### config.mk
export PLATFORM = sky130hd
export DESIGN_NAME = md_issue_ctrl
export DESIGN_NICKNAME = d
export VERILOG_FILES = /design/src/rtl/md_issue_ctrl_pkg.sv /design/src/rtl/md_issue_ctrl_lat_counter.sv /design/src/rtl/md_issue_ctrl.sv
export SDC_FILE = /design/constraint.sdc
export NUM_CORES = 1
export LEC_CHECK = 0
export BUFFER_PORTS_ARGS = -buffer_cell sky130_fd_sc_hd__buf_2
export CAP_MARGIN = 10
export CORE_AREA = 2 2 111 113
export DETAILED_ROUTE_END_ITERATION = 6
export DIE_AREA = 0 0 113 115
export GPL_TIMING_DRIVEN = 1
export PLACE_DENSITY = 0.53
export REMOVE_ABC_BUFFERS = 1
export SETUP_SLACK_MARGIN = 0.1
export SKIP_CTS_REPAIR_TIMING = 1
export SKIP_LAST_GASP = 1
export SYNTH_ARGS = -nofsm -noshare
export SYNTH_HDL_FRONTEND = slang
export SYNTH_SLANG_ARGS = --single-unit
### constraint.sdc
create_clock -name clk -period 2.45 [get_ports clk]
set_input_delay 0 -clock clk [delete_from_list [all_inputs] [get_ports clk]]
set_output_delay 0 -clock clk [all_outputs]
set_load 0.005 [all_outputs]
### src/rtl/md_issue_ctrl_pkg.sv
// Shared encodings and defaults for the multiply/divide issue controller.
// Command, unit-op and controller-state types live here.
package md_issue_ctrl_pkg;

  localparam int MUL_LAT_DEF = 4;
  localparam int DIV_LAT_DEF = 9;
  localparam int CNT_W       = 4;

  typedef enum logic [3:0] {
    CMD_NONE  = 4'd0,
    CMD_MULTU = 4'd1,
    CMD_MULT  = 4'd2,
    CMD_DIVU  = 4'd3,
    CMD_DIV   = 4'd4,
    CMD_MFHI  = 4'd5,
    CMD_MFLO  = 4'd6,
    CMD_MTHI  = 4'd7,
    CMD_MTLO  = 4'd8
  } md_cmd_e;

  typedef enum logic [1:0] {
    OP_MULTU = 2'b00,
    OP_MULT  = 2'b01,
    OP_DIVU  = 2'b10,
    OP_DIV   = 2'b11
  } md_op_e;

  typedef enum logic [1:0] {
    ST_IDLE     = 2'd0,
    ST_MUL_WAIT = 2'd1,
    ST_DIV_WAIT = 2'd2
  } md_state_e;

  function automatic md_op_e cmd2op(
    input md_cmd_e c
  );
    md_op_e op;
    case (c)
      CMD_MULT: op = OP_MULT;
      CMD_DIVU: op = OP_DIVU;
      CMD_DIV:  op = OP_DIV;
      default:  op = OP_MULTU;
    endcase
    return op;
  endfunction

endpackage

### src/rtl/md_issue_ctrl_lat_counter.sv
// Latency countdown: load, decrement while nonzero,
// and flags for "at zero" and "reaches zero this edge".
module md_lat_counter
  import md_issue_ctrl_pkg::*;
(
  input  logic             clk,
  input  logic             i_rst_n,
  input  logic             i_load,
  input  logic [CNT_W-1:0] i_load_val,
  input  logic             i_dec,
  output logic             o_zero,
  output logic             o_last
);

  logic [CNT_W-1:0] r_cnt;

  always_ff @(posedge clk) begin
    if (!i_rst_n) begin
      r_cnt <= '0;
    end else if (i_load) begin
      r_cnt <= i_load_val;
    end else if (i_dec && (r_cnt != '0)) begin
      r_cnt <= r_cnt - 1'b1;
    end
  end

  assign o_zero = (r_cnt == '0);
  assign o_last = (r_cnt == CNT_W'(1));

endmodule

### src/rtl/md_issue_ctrl.sv
// E-stage issue/stall control for the multiply/divide unit.
// Holds MD commands while a prior op is in flight.
module md_issue_ctrl
  import md_issue_ctrl_pkg::*;
#(
  parameter int MUL_LAT = MUL_LAT_DEF,
  parameter int DIV_LAT = DIV_LAT_DEF
) (
  input  logic        clk,
  input  logic        reset,
  input  logic        e_valid,
  input  logic        e_flush,
  input  logic [3:0]  e_cmd,
  input  logic [31:0] rs_val,
  input  logic [31:0] rt_val,
  input  logic        md_busy,
  input  logic [31:0] md_hi,
  input  logic [31:0] md_lo,
  output logic        md_start,
  output logic [1:0]  md_op,
  output logic [31:0] md_a,
  output logic [31:0] md_b,
  output logic [31:0] md_wd,
  output logic        md_mthi,
  output logic        md_mtlo,
  output logic        stall,
  output logic [31:0] mf_data,
  output logic        mf_valid,
  output logic [15:0] stall_cnt
);

  md_state_e        r_state;
  md_state_e        w_next;
  md_cmd_e          w_cmd;
  logic             w_md_class;
  logic             w_stall;
  logic             w_go;
  logic             w_is_mul;
  logic             w_is_div;
  logic             w_load;
  logic [CNT_W-1:0] w_load_val;
  logic             w_dec;
  logic             w_zero;
  logic             w_last;
  logic             w_done;
  logic [15:0]      r_stall_cnt;

  assign w_cmd = md_cmd_e'(e_cmd);

  assign w_is_mul = (w_cmd == CMD_MULT)
                  | (w_cmd == CMD_MULTU);
  assign w_is_div = (w_cmd == CMD_DIV)
                  | (w_cmd == CMD_DIVU);

  // Reset masks the command so every strobe is quiet.
  assign w_md_class = reset & e_valid & ~e_flush
                    & (w_cmd != CMD_NONE);

  assign w_stall = w_md_class
                 & ((r_state != ST_IDLE) | md_busy);
  assign w_go    = w_md_class & ~w_stall;
  assign stall   = w_stall;

  assign md_a  = rs_val;
  assign md_b  = rt_val;
  assign md_wd = rs_val;

  // Leave WAIT on the edge the count reaches zero,
  // but only once the unit itself is idle.
  assign w_done = w_zero | w_last;
  assign w_dec  = (r_state != ST_IDLE);

  md_lat_counter u_cnt (
    .clk        (clk),
    .i_rst_n    (reset),
    .i_load     (w_load),
    .i_load_val (w_load_val),
    .i_dec      (w_dec),
    .o_zero     (w_zero),
    .o_last     (w_last)
  );

  always_ff @(posedge clk) begin
    if (!reset) begin
      r_state <= ST_IDLE;
    end else begin
      r_state <= w_next;
    end
  end

  always_comb begin
    w_next     = r_state;
    w_load     = 1'b0;
    w_load_val = '0;
    case (r_state)
      ST_IDLE: begin
        if (w_go && w_is_mul) begin
          w_next     = ST_MUL_WAIT;
          w_load     = 1'b1;
          w_load_val = CNT_W'(MUL_LAT);
        end else if (w_go && w_is_div) begin
          w_next     = ST_DIV_WAIT;
          w_load     = 1'b1;
          w_load_val = CNT_W'(DIV_LAT);
        end
      end
      ST_MUL_WAIT,
      ST_DIV_WAIT: begin
        if (w_done && !md_busy) begin
          w_next = ST_IDLE;
        end
      end
      default: w_next = ST_IDLE;
    endcase
  end

  always_comb begin
    md_start = 1'b0;
    md_op    = OP_MULTU;
    md_mthi  = 1'b0;
    md_mtlo  = 1'b0;
    mf_valid = 1'b0;
    mf_data  = '0;
    if (w_go) begin
      unique case (1'b1)
        w_is_mul,
        w_is_div: begin
          md_start = 1'b1;
          md_op    = cmd2op(w_cmd);
        end
        (w_cmd == CMD_MTHI): md_mthi = 1'b1;
        (w_cmd == CMD_MTLO): md_mtlo = 1'b1;
        (w_cmd == CMD_MFHI): begin
          mf_valid = 1'b1;
          mf_data  = md_hi;
        end
        (w_cmd == CMD_MFLO): begin
          mf_valid = 1'b1;
          mf_data  = md_lo;
        end
        default: ;
      endcase
    end
  end

  always_ff @(posedge clk) begin
    if (!reset) begin
      r_stall_cnt <= '0;
    end else if (w_stall && (r_stall_cnt != 16'hFFFF)) begin
      r_stall_cnt <= r_stall_cnt + 16'd1;
    end
  end

  assign stall_cnt = r_stall_cnt;

endmodule

==> summary.md, run 1 <==
| Metric | Value |
|---|---|
| Status | finished, violations left |
| Failing checks | design-rule violations |
| Share of the synthesized area in the top cell type | roughly 29% |
| Chip height | 115 um |
| Layout Utilization | 22.4% |
| Crit path from | r_state[0] |
| Seq/Total Area, Yosys | about 18% |
| I/O Buffers | roughly 130 |
| Fin Hold WS | approximately 0.30 ps |
| Placed insts | 510 |
| Num rows | 40 |
| Switching fraction of total power | between 20% and 30% |
| Io pins | 288 |
| Hold path start | rs_val[16] |
| Setup violations, final | 0 |
| Congestion Overflow GR | 0 |
| Placed inst area | roughly 0.0026 mm^2 |
| Area grow syn2layout | 5.79% |
| Avg Cell Area, Syn | ~7.3 um^2 |
| Cell taking the most area after synthesis | buf_4 |
| Final nets | just over 500 |
| Power share of the combinational group | ~17% |
| Number of global-route vias before repair | 2269 |
| Yosys synthesis warning count | 0 |
| Clk sinks | 22 |
| DR iter-0 viols | 179 |
| Worst Path Max Fanout | 8 |
| Clock Path Buffers | 2 |
| Synthesis-stage register bit count | 22 |
| Int Pwr | roughly 0.00064 W |
| WP data required | around 2600 ps |
| Clock Latency Late Sink | roughly 250 ps |
| Initial antenna violation count | 0 |
| First drt pass iteration count | 7 |
| CP endpoint kind | flip-flop |
| Slew margin rel. | about three fifths |
| RSZ-0062 raised after global routing | no |
| R2r setup slk | 510 ps |
| Placeable Area | roughly 0.012 mm^2 |
| H-tree levels | 1 |
| DRT antenna net count | 0 |
| # diodes | 0 |
| WL/cell | about 30 um |
| Inserted Clock Buffers | 3 |
| Max-cap viol count | 0 |
| Post-synth EDFFs | 0 |
| Largest cells by area after synthesis | buf_4 (29%), dfxtp_1 (18%), a22oi_1 (9.9%), nor2_1 (7.3%), nor3_1 (3.2%) |
| Max VDD drop | 0.000242 V |
| Slew @ Worst Pin | 567 ps |
| CTS root buffer | clkbuf_16 |
| Final Max Tran Viols | 0 |
| P_sw | 0.000194 W |
| Pleak | 1.14 nW |
| Clock network power share | about two fifths |
| RR Startpoint | r_state[0] |
| Commonest non-fill, non-tap cell in the layout | buf_2 |
| Top_reg_cell synth | dfxtp_1 |
| Synth Cell Area | approximately 0.0025 mm^2 |
| Critical Path AT | 2120 ps |
| Starting Density | a little over a fifth |
| Drt total wl | around 16000 um |
| Vias per cell | 5.00 |
| Tmin final | between 1500 and 2000 ps |
| Total Routing Usage GR | approximately 22% |
| Clock skew | between 2 and 2.5 ps |
| Largest net degree at the start of global routing | 37 |
| Layout cells sized above 1 | 39.3% |
| DR vias | about 2600 |
| Clock Pin Slew Worst Setup and Hold Paths | ~60 ps |
| DRC | 20 |
| Post-synth cell types | 44 |
| Period Utilization, post-route | between 70% and 80% |
| Final instance area | 0.00265 mm^2 |
| Final Hold Viols | 0 |
| Ys async rst share | 0% |
| Fmax | about 0.52 GHz |
| Cells after Synth | roughly 340 |
| DP HPWL | ~14000 um |
| Die width | between 100 and 150 um |
| TritonCTS clock tree | built |
| Critical Path Start Type | flip-flop |
| Placer Congestion | 0.987 |
| Hold crit path type | in2out |
| Highest-count cells in the layout ignoring fill and taps | buf_2 (127), nor2_1 (49), a22oi_1 (33), dfxtp_1 (22), nand2_1 (17) |
| Die area | 0.0130 mm^2 |
| Pwr Density | approximately 320 mW/mm^2 |
| Share of power burned in registers | between 40 and 50% |
| TNS Setup | 0 ps |
| Crit Path Class | reg2reg |
| First-pass GRT wire length | approximately 20000 um |
| Final Non-Filler Cells | 513 |
==> flip-flops by register name, indices dropped and copies added (netlist names) <==
signal / flops
stall_cnt: 16
u_cnt.r_cnt: 4
r_state: 2
==> final timing paths <==
kind / cells past startpoint / end
hold / removal: 0 / md_wd[16]
hold reg to reg: 2 / r_state[0]
setup / recovery: 8 / stall_cnt[11]
setup reg to reg: 8 / stall_cnt[11]
==> metal layers <==
metal	GRT usage (%)	routed length, um
met5	3.70	46
met4	3.33	187
met3	19.8	3060
met2	43.4	8420
met1	16.2	3880
==> Yosys cell counts (all sizes together) (6+ instances only) <==
cell type  instances
a21oi             10
nand2b             6
buf               98
dfxtp             22
nor2              50
nand3              8
a22oi             33
xnor2              9
inv                8
nand2             17
nor3              16
clkbuf            13
==> cell families after synthesis <==
kind of cell / synth area share (%)
AOI/OAI and AO/OA: 15.4
xor gates and xnor gates: 3.15
adders and majority gates: 2.50
buffers and inverters: 32.3
DFF: 17.6
muxes: 2.00
and+or+nand+nor: 27.0
==> area by class of cell <==
type | count | area, um^2
flip-flops and latches | 22 | 440
repair buffers | 130 | 658
clock buffers | 3 | 75.1
fillers | 1346 | 9160
multi-input cells | 203 | 1260
inverters | 8 | 30.0
well taps | 147 | 184
==> power groups by stage <==
stage | logic [W] | registers, W | clock network, W
after global placement | 0.000141 | 0.000369 | 0
after global routing | 0.000157 | 0.000362 | 0.000358
after floorplan | 0.0000541 | 0.000369 | 0
final | 0.000142 | 0.000362 | 0.000335
after CTS | 0.000143 | 0.000361 | 0.000346
after detailed placement | 0.000142 | 0.000369 | 0
==> metrics by stage <==
stage | worst slack (ps) | power, W
after global placement | 560 | 0.000510
after detailed placement | 528 | 0.000511
after global routing | 384 | 0.000876
final | 514 | 0.000839
after floorplan | 146 | 0.000423
after CTS | 511 | 0.000850
==> worst max-delay path: stages (launching register included) <==
cell      delay [ps]
dfxtp_1          320
inv_1             40
ha_1             230
nand2b_1         130
nand3_2          190
inv_2            160
nand3_2          140
nor4b_1          430
mux2i_1          230
Note: power is estimated with default switching activity, not from simulation.
==> inputs of run 2 (changes only) <==
- PLACE_DENSITY: 0.53 -> 0.55
- clock period: 2.45 -> 1.6 ns (I/O delays scaled with it)
==> run 2 against run 1 <==
The run ends with design-rule violations, negative setup slack left. Power grew 66%. Global-route usage grew 0.65 points. Register-to-register slack lost 770 ps. Design area grew 36%. Die area is the same. Sequential share of layout area shrank 4.1 points. Combinational power grew 120%. Utilization grew 8.1 points. Sequential power grew 53%. Count of clock-buffer cells in the layout is the same. First-iteration DRC count shrank 7.8%. Critical path type unchanged. Critical endpoint is now u_cnt.r_cnt[3].
==> summary.md, run 2 (synthesis gave the netlist of run 1 again) <==
| Metric | Value |
|---|---|
| Status | finished, violations left |
| Failing checks | design-rule violations, negative setup slack |
| Area grow syn2layout | 44.1% |
| Pleak | 1.51 nW (+32%) |
| H-tree levels | 1 (unchanged) |
| Chip height | 115 um (unchanged) |
| DRT antenna net count | 0 (unchanged) |
| Clock network power share | 37.9% (-2.0 points) |
| Total Routing Usage GR | 23.0% (+0.65 points) |
| Fin Hold WS | 0.280 ps (-0.0246 ps) |
| Slew @ Worst Pin | 539 ps (-28.1 ps) |
| First-pass GRT wire length | 20200 um (+3.1%) |
| Initial antenna violation count | 0 (unchanged) |
| Hold path start | rs_val[17] |
| Starting Density | 21.2% (unchanged) |
| Clk sinks | 22 (unchanged) |
| TNS Setup | -8770 ps (-8770 ps) |
| Highest-count cells in the layout ignoring fill and taps | buf_2 (124), buf_4 (34), a22oi_1 (33), nor2_4 (26), nor2_1 (21) |
| RSZ-0062 raised after global routing | yes |
| Share of power burned in registers | 39.7% (-3.4 points) |
| Clock Pin Slew Worst Setup and Hold Paths | 60 ps (about the same) |
| Int Pwr | 0.00103 W (+60%) |
| DR vias | 2821 (+10%) |
| R2r setup slk | -250 ps (-770 ps) |
| Number of global-route vias before repair | 2356 (+3.8%) |
| Filler cells | 1244 (-7.6%) |
| Hold path depth | 0 (unchanged) |
| DRC | 20 (unchanged) |
| Clock skew | 1.61 ps (-0.852 ps) |
| CTS root buffer | clkbuf_16 |
| Fmax | 0.540 GHz (+4.5%) |
| Pwr Density | 387 mW/mm^2 (+22%) |
| Setup violations, final | 58 (+58) |
| Crit Path Class | reg2reg |
| Tmin final | 1850 ps (-83.2 ps) |
| First drt pass iteration count | 7 (unchanged) |
| Period Utilization, post-route | 116% (+37 points) |
| Layout cells sized above 1 | 61.2% (+22 points) |
| Clock Path Buffers | 2 (unchanged) |
| Max FFs per register | 16 (unchanged) |
| CP endpoint kind | flip-flop |
| Final Non-Filler Cells | 562 (+9.6%) |
| Worst Slack Setup Final | -253 ps (-767 ps) |
| Cell Chain, Critical Path | inv_2 -> ha_4 -> or3b_4 -> or2_4 -> or3_4 -> buf_4 -> nand3_2 -> a21oi_2 |
| Largest net degree at the start of global routing | 34 (-8.1%) |
| DP HPWL | 14500 um (+5.0%) |
| Clock Latency Late Sink | 250 ps (about the same) |
| Inserted Clock Buffers | 3 (unchanged) |
| Final Max Tran Viols | 0 (unchanged) |
| Power share of the combinational group | 22.5% (+5.5 points) |
| Placed insts | 544 (+6.7%) |
| Num rows | 40 (unchanged) |
| I/O Buffers | 127 (unchanged) |
| # diodes | 0 (unchanged) |
| DR iter-0 viols | 165 (-7.8%) |
| Hold path endpoint | md_wd[17] |
| Commonest non-fill, non-tap cell in the layout | buf_2 |
| Placeable Area | 0.0118 mm^2 (unchanged) |
| Congestion Overflow GR | 0 (unchanged) |
| Worst r2r path cells | 8 (unchanged) |
| Worst r2r dst | u_cnt.r_cnt[3] |
| WP data required | 1740 ps (-890 ps) |
| Critical Path Start Type | flip-flop |
| RR Startpoint | r_state[0] |
| Drt total wl | 17300 um (+11%) |
| Final Hold Viols | 0 (unchanged) |
| Pre-CTS WS | -212 ps (-739 ps) |
| Critical Path AT | 2000 ps (-120 ps) |
| TritonCTS clock tree | built |
| Vias per cell | 5.02 (+0.39%) |
| Switching fraction of total power | 26.0% (+2.8 points) |
| Worst path slowest cell | or3b_4 |
| Final nets | 559 (+9.6%) |
| WL/cell | 30.8 um (+1.2%) |
| Slew margin rel. | 64.0% (+2.1 points) |
| Io pins | 288 (unchanged) |
| Crit path from | r_state[0] |
| P_sw | 0.000363 W (+87%) |
| Placer Congestion | 1.05 (+6.0%) |
| Die area | 0.0130 mm^2 (unchanged) |
| Max stage delay on crit path | 380 ps (-50 ps) |
| Die width | 113 um (unchanged) |
| Hold crit path type | in2out |
| Worst Path Max Fanout | 3 (-5) |
| Max-cap viol count | 0 (unchanged) |
| Max VDD drop | 0.000415 V (+71%) |
## run 2: changes by cell type in the layout (fill, tap and decap cells not counted), moves of 3 or more
cell	before	now
nor2_4	0	26
nor3_1	16	8
buf_12	0	4
clkbuf_16	3	6
nor3_4	0	5
nor3_2	0	3
nor2_1	49	21
buf_6	0	13
dfxtp_1	22	14
buf_2	127	124
dfxtp_2	0	8
buf_4	3	34
## run 2: worst max-delay path by stage
stage	slack, ps	cells after the start	endpoint
floorplan	-700	4	mf_data[0]
global placement	-180	7	u_cnt.r_cnt[2]
detailed placement	-210	7	r_state[0]
CTS	-370	7	md_op[1]
global route	-310	10	stall_cnt[15]
finish	-250	8	u_cnt.r_cnt[3]
## run 2: critical path: cells and delay by family (launching register included)
family                   cells  cell delay [ps]
AND/OR/NAND/NOR              4             1050
flip-flops                   1              320
buffers and inverters        2              200
adder cells (fa/ha/maj)      1              130
AO/OA/AOI/OAI                1               30
## run 2: cell type report
| class | instances | area (um^2) | share of cell area, % |
|---|---|---|---|
| Clock buffer | 3 | 75.1 | 2.08 |
| Inverter | 8 | 32.5 | 0.902 |
| Multi-Input combinational cell | 203 | 1670 | 46.4 |
| Sequential cell | 22 | 450 | 12.5 |
| Tap cell | 147 | 184 | 5.10 |
| Timing Repair Buffer | 179 | 1190 | 33.0 |
## run 2: per-stage QoR
step                power, W  util (%)  area [um^2]
finish               0.00140      30.6         3610
global route         0.00146      30.6         3610
CTS                  0.00134      24.9         2940
detailed placement  0.000810      24.3         2870
global placement    0.000807      24.3         2870
floorplan           0.000648         -         1730
## run 2: power groups by stage
stage,combinational [W],sequential (W),clock [W]
floorplan,0.0000828,0.000565,0
global placement,0.000242,0.000565,0
detailed placement,0.000245,0.000565,0
CTS,0.000247,0.000552,0.000542
global route,0.000338,0.000553,0.000568
finish,0.000313,0.000553,0.000528
## run 2: per-layer routing
| metal | vias to the layer above | track usage (%) | routed length [um] |
|---|---|---|---|
| met1 | 1297 | 15.7 | 4550 |
| met4 | 2 | 6.83 | 662 |
| met2 | 260 | 43.3 | 9110 |
| met3 | 24 | 21.6 | 2910 |
| met5 | - | 3.70 | 51 |
| li1 | 1238 | - | - |
